--- src/rtl/dlfloat_pkg.sv ---
`default_nettype none
// ---------------------------------------------------------------------------
// dlfloat_pkg : shared DLFloat16 constants and sequencer state type
// Rev 1.0
// ---------------------------------------------------------------------------
package dlfloat_pkg;

   typedef enum logic [2:0] {
      S_IDLE  = 3'd0,
      S_CLEAR = 3'd1,
      S_FEED  = 3'd2,
      S_DRAIN = 3'd3,
      S_HOLD  = 3'd4
   } seq_state_t;

   localparam logic [15:0] DLF_NAN  = 16'hFFFF;
   localparam logic [15:0] DLF_ZERO = 16'h0000;
   localparam logic [15:0] DLF_ONE  = 16'h3E00;
   localparam int          DLF_EXP_W = 6;
   localparam int          DLF_MAN_W = 9;

   function automatic logic is_dlf_nan(input logic [15:0] v);
      return (v == DLF_NAN);
   endfunction

endpackage
`default_nettype wire

--- src/rtl/dlfloat_seq_cnt.sv ---
`default_nettype none
// ---------------------------------------------------------------------------
// dlfloat_seq_cnt : loadable saturating down-counter with zero flag
// Rev 1.0
// ---------------------------------------------------------------------------
module dlfloat_seq_cnt #(
   parameter int W = 4
) (
   input  logic         clk,
   input  logic         rst_n,
   input  logic         load,
   input  logic [W-1:0] load_val,
   input  logic         dec,
   output logic [W-1:0] cnt,
   output logic         zero
);

   // load wins over dec; dec never wraps below zero
   always_ff @(posedge clk or negedge rst_n) begin
      if (!rst_n)
         cnt <= '0;
      else if (load)
         cnt <= load_val;
      else if (dec && (cnt != '0))
         cnt <= cnt - 1'b1;
   end

   assign zero = (cnt == '0);

endmodule
`default_nettype wire

--- src/rtl/dlfloat_mac_seq.sv ---
`default_nettype none
// ---------------------------------------------------------------------------
// dlfloat_mac_seq : bounded dot-product job sequencer for the DLFloat16 MAC
// Optional NaN sticky flag: DLFMAC_SEQ_NAN_STICKY_EN.  Rev 1.0
// ---------------------------------------------------------------------------
module dlfloat_mac_seq
   import dlfloat_pkg::*;
#(
   parameter int LEN_W   = 4,
   parameter int MAC_LAT = 2
) (
   input  logic             clk,
   input  logic             rst_n,
   input  logic             start,
   input  logic [LEN_W-1:0] cfg_len,
   input  logic             in_valid,
   output logic             in_ready,
   input  logic [15:0]      in_a,
   input  logic [15:0]      in_b,
   output logic [15:0]      mac_a,
   output logic [15:0]      mac_b,
   output logic             mac_clr,
   input  logic [15:0]      mac_acc,
   output logic             out_valid,
   input  logic             out_ready,
   output logic [15:0]      out_data,
   output logic             busy,
   output logic             err
);

   localparam int               CNT_W = $clog2(MAC_LAT + 1);
   localparam logic [CNT_W-1:0] LAT_V = CNT_W'(MAC_LAT);

   seq_state_t state, state_nxt;

   logic             len_load, len_dec, len_zero;
   logic             clr_load, clr_dec, clr_zero;
   logic             drn_load, drn_dec, drn_zero;
   logic [LEN_W-1:0] len_q;
   logic [CNT_W-1:0] clr_cnt, drn_cnt;
   logic             hs;

   assign hs       = (state == S_FEED) && in_valid;
   assign in_ready = (state == S_FEED);
   assign mac_clr  = (state == S_CLEAR);
   assign busy     = (state != S_IDLE);

   dlfloat_seq_cnt #(.W(LEN_W)) u_len_cnt (
      .clk(clk), .rst_n(rst_n), .load(len_load), .load_val(cfg_len),
      .dec(len_dec), .cnt(len_q), .zero(len_zero)
   );

   dlfloat_seq_cnt #(.W(CNT_W)) u_clr_cnt (
      .clk(clk), .rst_n(rst_n), .load(clr_load), .load_val(LAT_V),
      .dec(clr_dec), .cnt(clr_cnt), .zero(clr_zero)
   );

   dlfloat_seq_cnt #(.W(CNT_W)) u_drn_cnt (
      .clk(clk), .rst_n(rst_n), .load(drn_load), .load_val(LAT_V),
      .dec(drn_dec), .cnt(drn_cnt), .zero(drn_zero)
   );

   always_ff @(posedge clk or negedge rst_n) begin
      if (!rst_n)
         state <= S_IDLE;
      else
         state <= state_nxt;
   end

   always_comb begin
      state_nxt = state;
      len_load  = 1'b0;
      len_dec   = 1'b0;
      clr_load  = 1'b0;
      clr_dec   = 1'b0;
      drn_load  = 1'b0;
      drn_dec   = 1'b0;
      case (state)
         S_IDLE: begin
            if (start) begin
               len_load  = 1'b1;
               clr_load  = 1'b1;
               state_nxt = S_CLEAR;
            end
         end
         S_CLEAR: begin
            clr_dec = 1'b1;
            // zero check guards against a degenerate latency setting
            if ((clr_cnt == CNT_W'(1)) || clr_zero) begin
               if (len_zero) begin
                  drn_load  = 1'b1;
                  state_nxt = S_DRAIN;
               end else begin
                  state_nxt = S_FEED;
               end
            end
         end
         S_FEED: begin
            if (hs) begin
               len_dec = 1'b1;
               if (len_q == LEN_W'(1)) begin
                  drn_load  = 1'b1;
                  state_nxt = S_DRAIN;
               end
            end
         end
         S_DRAIN: begin
            drn_dec = 1'b1;
            if (drn_zero)
               state_nxt = S_HOLD;
         end
         S_HOLD: begin
            if (out_ready)
               state_nxt = S_IDLE;
         end
         default: state_nxt = S_IDLE;
      endcase
   end

   // idle cycles feed zero operands so the accumulator is left untouched
   always_ff @(posedge clk or negedge rst_n) begin
      if (!rst_n) begin
         mac_a <= DLF_ZERO;
         mac_b <= DLF_ZERO;
      end else if (hs) begin
         mac_a <= in_a;
         mac_b <= in_b;
      end else begin
         mac_a <= DLF_ZERO;
         mac_b <= DLF_ZERO;
      end
   end

   always_ff @(posedge clk or negedge rst_n) begin
      if (!rst_n) begin
         out_valid <= 1'b0;
         out_data  <= DLF_ZERO;
      end else if ((state == S_DRAIN) && drn_zero) begin
         out_valid <= 1'b1;
         out_data  <= mac_acc;
      end else if ((state == S_HOLD) && out_ready) begin
         out_valid <= 1'b0;
      end
   end

`ifdef DLFMAC_SEQ_NAN_STICKY_EN
   always_ff @(posedge clk or negedge rst_n) begin
      if (!rst_n)
         err <= 1'b0;
      else if ((state == S_IDLE) && start)
         err <= 1'b0;
      else if (hs && (is_dlf_nan(in_a) || is_dlf_nan(in_b)))
         err <= 1'b1;
      else if ((state == S_HOLD) && out_ready)
         err <= 1'b0;
   end
`else
   assign err = 1'b0;
`endif

endmodule
`default_nettype wire

--- config.mk ---
export PLATFORM = sky130hd
export DESIGN_NAME = dlfloat_mac_seq
export DESIGN_NICKNAME = d
export VERILOG_FILES = /design/src/rtl/dlfloat_pkg.sv /design/src/rtl/dlfloat_seq_cnt.sv /design/src/rtl/dlfloat_mac_seq.sv
export SDC_FILE = /design/constraint.sdc
export NUM_CORES = 1
export LEC_CHECK = 0
export CAP_MARGIN = 20
export CORE_MARGIN = 10
export CORE_UTILIZATION = 30
export CTS_BUF_LIST = sky130_fd_sc_hd__clkbuf_4
export CTS_CLUSTER_DIAMETER = 150
export DETAILED_ROUTE_END_ITERATION = 8
export PLACE_DENSITY_LB_ADDON = 0.05
export REMOVE_ABC_BUFFERS = 1
export SYNTH_ARGS = -nofsm -noshare
export SYNTH_HDL_FRONTEND = slang
export SYNTH_SLANG_ARGS = --single-unit
export TNS_END_PERCENT = 5
--- constraint.sdc ---
create_clock -name clk -period 1.74 [get_ports clk]
set_input_delay 0.522 -clock clk [delete_from_list [all_inputs] [get_ports clk]]
set_output_delay 0.522 -clock clk [all_outputs]
set_load 0.01 [all_outputs]
==> metrics.cfg <==
[grt]
overflow=0
grt_use_met1=0.128
grt_pass1_wl_mm=10.2
grt_use_met2=0.152
grt_pass1_vias=1943
antenna_found_initial=0
busiest_layer=met2
gr-usage-all-layers=0.109
grt_util_met3=0.0731
grt_max_degree=61

[die]
fp.dieH_um=110
ioPinCount=110
initial_core_util=0.311
fp.dieW_um=110
rows=32
core_area_um2=7770
die_area_um2=12000

[layout]
fill_cells=745
final_cells=424
layout-drive-gt1-share=0.202
syn_to_final_growth_pct=59.8
multi_input_area_um2=875
layout.nets=380
diodes=0
regArea_um2=1500

[logic_synthesis]
synth_cell_types=37
synth_cells=187
async_flop_share=1.00
yosys.area.top_type=dfrtp_1
syn_area_um2=2420
synth_area_leaders=dfrtp_1 (62%), and2_1 (8.5%), mux2_2 (7.5%)
synth_edf_count=0
synth.avg_cell_area_um2=12.9
ys_ff_latch=60
synth_top_area_frac=0.621
synthFlopType=dfrtp_1
ys_warn_count=0
yosysSeqAreaShare=0.621

[run_status]
violations=setup timing
outcome=complete, but fails checks

[route]
wl_per_cell_um=15.4
ant_nets=0
drc=0
wl_mm=6.52
drt_iter0_drc=30
vias_per_cell=4.40
vias=1865
dr.pass1.iters=4

[setup_path]
crit_path_start_kind=register
crit_family=flip-flops
required_ns=1.22
crit_path_cell_trace=or3_1 > buf_2
critPathBufInv=1
end_kind=output pin
cp_data_arrival_time_ns=1.31
critPathSlowestCell=dfrtp_1
cp_max_fo=4
max_stage_delay_ns=0.43
critPathKind=register to output pin

[placed_design]
gp_congestion=0.729
placed_cells=406
dpl.hpwl_mm=5.00
io_buffers=108

[cts]
cts_sinks=60
numCtsBuffers=9
clock_tree.root_cell=clkbuf_4
path_clk_slew_ns=0.10
clock_path_buffers=2
cts_tree=built
insertion_delay_ns=0.38
htreeDepth=3

[pwr]
ir_worst_vdd_mv=0.417
total_power_mw=5.48
powerDensity_nw_per_um2=1420
leakage_nw=1.92

[run]
max-cap-violations=0

[sta]
setup_viol_count_final=3
fmax_mhz=546
clock_skew_ns=0.0105
rsz0062_at_grt=yes
hold_violations=0
slew_viol_final=0
period_share=1.05
period_needed_ns=1.83
setup_ws_ns=-0.0900

[hold_path]
min_path_type=input pin to asynchronous set/reset pin

==> cell usage after synthesis, types with 3 or more instances <==
library cell,n
dfrtp_1,60
clkbuf_1,4
nor2_1,5
and2_1,33
nand2_1,3
nor3b_1,4
o21ai_0,3
mux2_2,16
inv_1,9
nor3_1,4
buf_2,3
ha_1,6
o41ai_1,3
==> final timing paths <==
path                               endpoint  slack [ns]              from  depth (start not counted)
max                                    busy       -0.09          state[1]                          2
min                               out_valid        0.13             rst_n                          2
max reg2reg                u_len_cnt.cnt[0]       -0.04          state[2]                          5
min reg2reg                u_drn_cnt.cnt[1]        0.50  u_drn_cnt.cnt[1]                          1
max in group asynchronous         mac_a[12]        1.32             rst_n                          2
min in group clk           u_drn_cnt.cnt[1]        0.50  u_drn_cnt.cnt[1]                          1
==> registers in the layout (all words and copies together) (netlist names) <==
register / count
u_drn_cnt.cnt: 2
u_len_cnt.cnt: 4
out_data: 16
out_valid: 1
mac_a: 16
u_clr_cnt.cnt: 2
state: 3
mac_b: 16
==> routing by layer <==
metal,routed length (µm),part of all wire
met1,2670,0.41
met2,2810,0.43
met3,950,0.15
met4,82,0.013
met5,0,0
==> where the power goes <==
group | total (mW) | switching, mW | internal [mW] | leakage (nW)
combinational | 2.46 | 1.11 | 1.35 | 1.07
sequential | 2.06 | 0.225 | 1.84 | 0.766
clock | 0.959 | 0.494 | 0.465 | 0.0782
total | 5.48 | 1.83 | 3.66 | 1.92
==> cells by family after synthesis <==
family | share of synthesized area
and+or+nand+nor | 0.171
xor gates and xnor gates | 0.00725
other | 0.00155
AOI/OAI and AO/OA | 0.0606
buffers and inverters | 0.0326
muxes | 0.0745
adders and majority gates | 0.0311
DFF | 0.621
==> repair_timing <==
action / in CTS / in global routing
hold buffers: 0 / 0
gates resized for setup: 68 / 3
setup endpoints to repair: 53 / 7
pin swaps: 3 / 3
buffers inserted: 2 / 0
==> cells in the final DEF, fill, tap and decap left out, types with 2 or more instances in the layout <==
| cell type | synthesis | final |
|---|---|---|
| mux2_2 | 16 | 16 |
| nor3_1 | 4 | 4 |
| and2_1 | 33 | 33 |
| or4b_4 | 0 | 2 |
| xnor2_1 | 2 | 2 |
| buf_2 | 3 | 4 |
| buf_6 | 0 | 4 |
| inv_1 | 9 | 9 |
| nor2_1 | 5 | 5 |
| ha_1 | 6 | 6 |
| nand2_1 | 3 | 3 |
| nor3b_2 | 0 | 3 |
| clkdlybuf4s50_1 | 0 | 55 |
| dlygate4sd2_1 | 0 | 49 |
| o211ai_1 | 2 | 2 |
| clkbuf_4 | 0 | 11 |
| buf_4 | 2 | 14 |
| nand3_1 | 2 | 2 |
| o21ai_0 | 3 | 3 |
| buf_12 | 0 | 2 |
| nand4bb_1 | 2 | 2 |
| clkinv_2 | 0 | 2 |
| a21oi_1 | 2 | 2 |
| dfrtp_1 | 60 | 59 |
| a211o_1 | 2 | 2 |
| or3_1 | 2 | 2 |
| a21boi_0 | 2 | 2 |
| o41ai_1 | 3 | 3 |
| nor2b_1 | 2 | 2 |
==> final cells by class <==
cell class,instances,area share
Clock buffer,11,0.0214
Clock inverter,5,0.0136
Inverter,9,0.00874
Multi-Input combinational cell,109,0.226
Sequential cell,60,0.389
Tap cell,102,0.0330
Timing Repair Buffer,128,0.308
==> stage by stage <==
stage	hold slack, ns	cell area, µm²	setup TNS (ns)	setup slack, ns	util
after floorplan	0.226	2370	-28.01	-0.926	-
after global placement	0.473	3750	-7.82	-0.363	0.483
after detailed placement	0.486	3750	-8.91	-0.400	0.483
after CTS	0.117	3860	-0.369	-0.143	0.497
after global routing	0.128	3860	-0.499	-0.176	0.497
final	0.131	3860	-0.136	-0.0900	0.497
No activity file was read; power rests on OpenSTA's default activity.
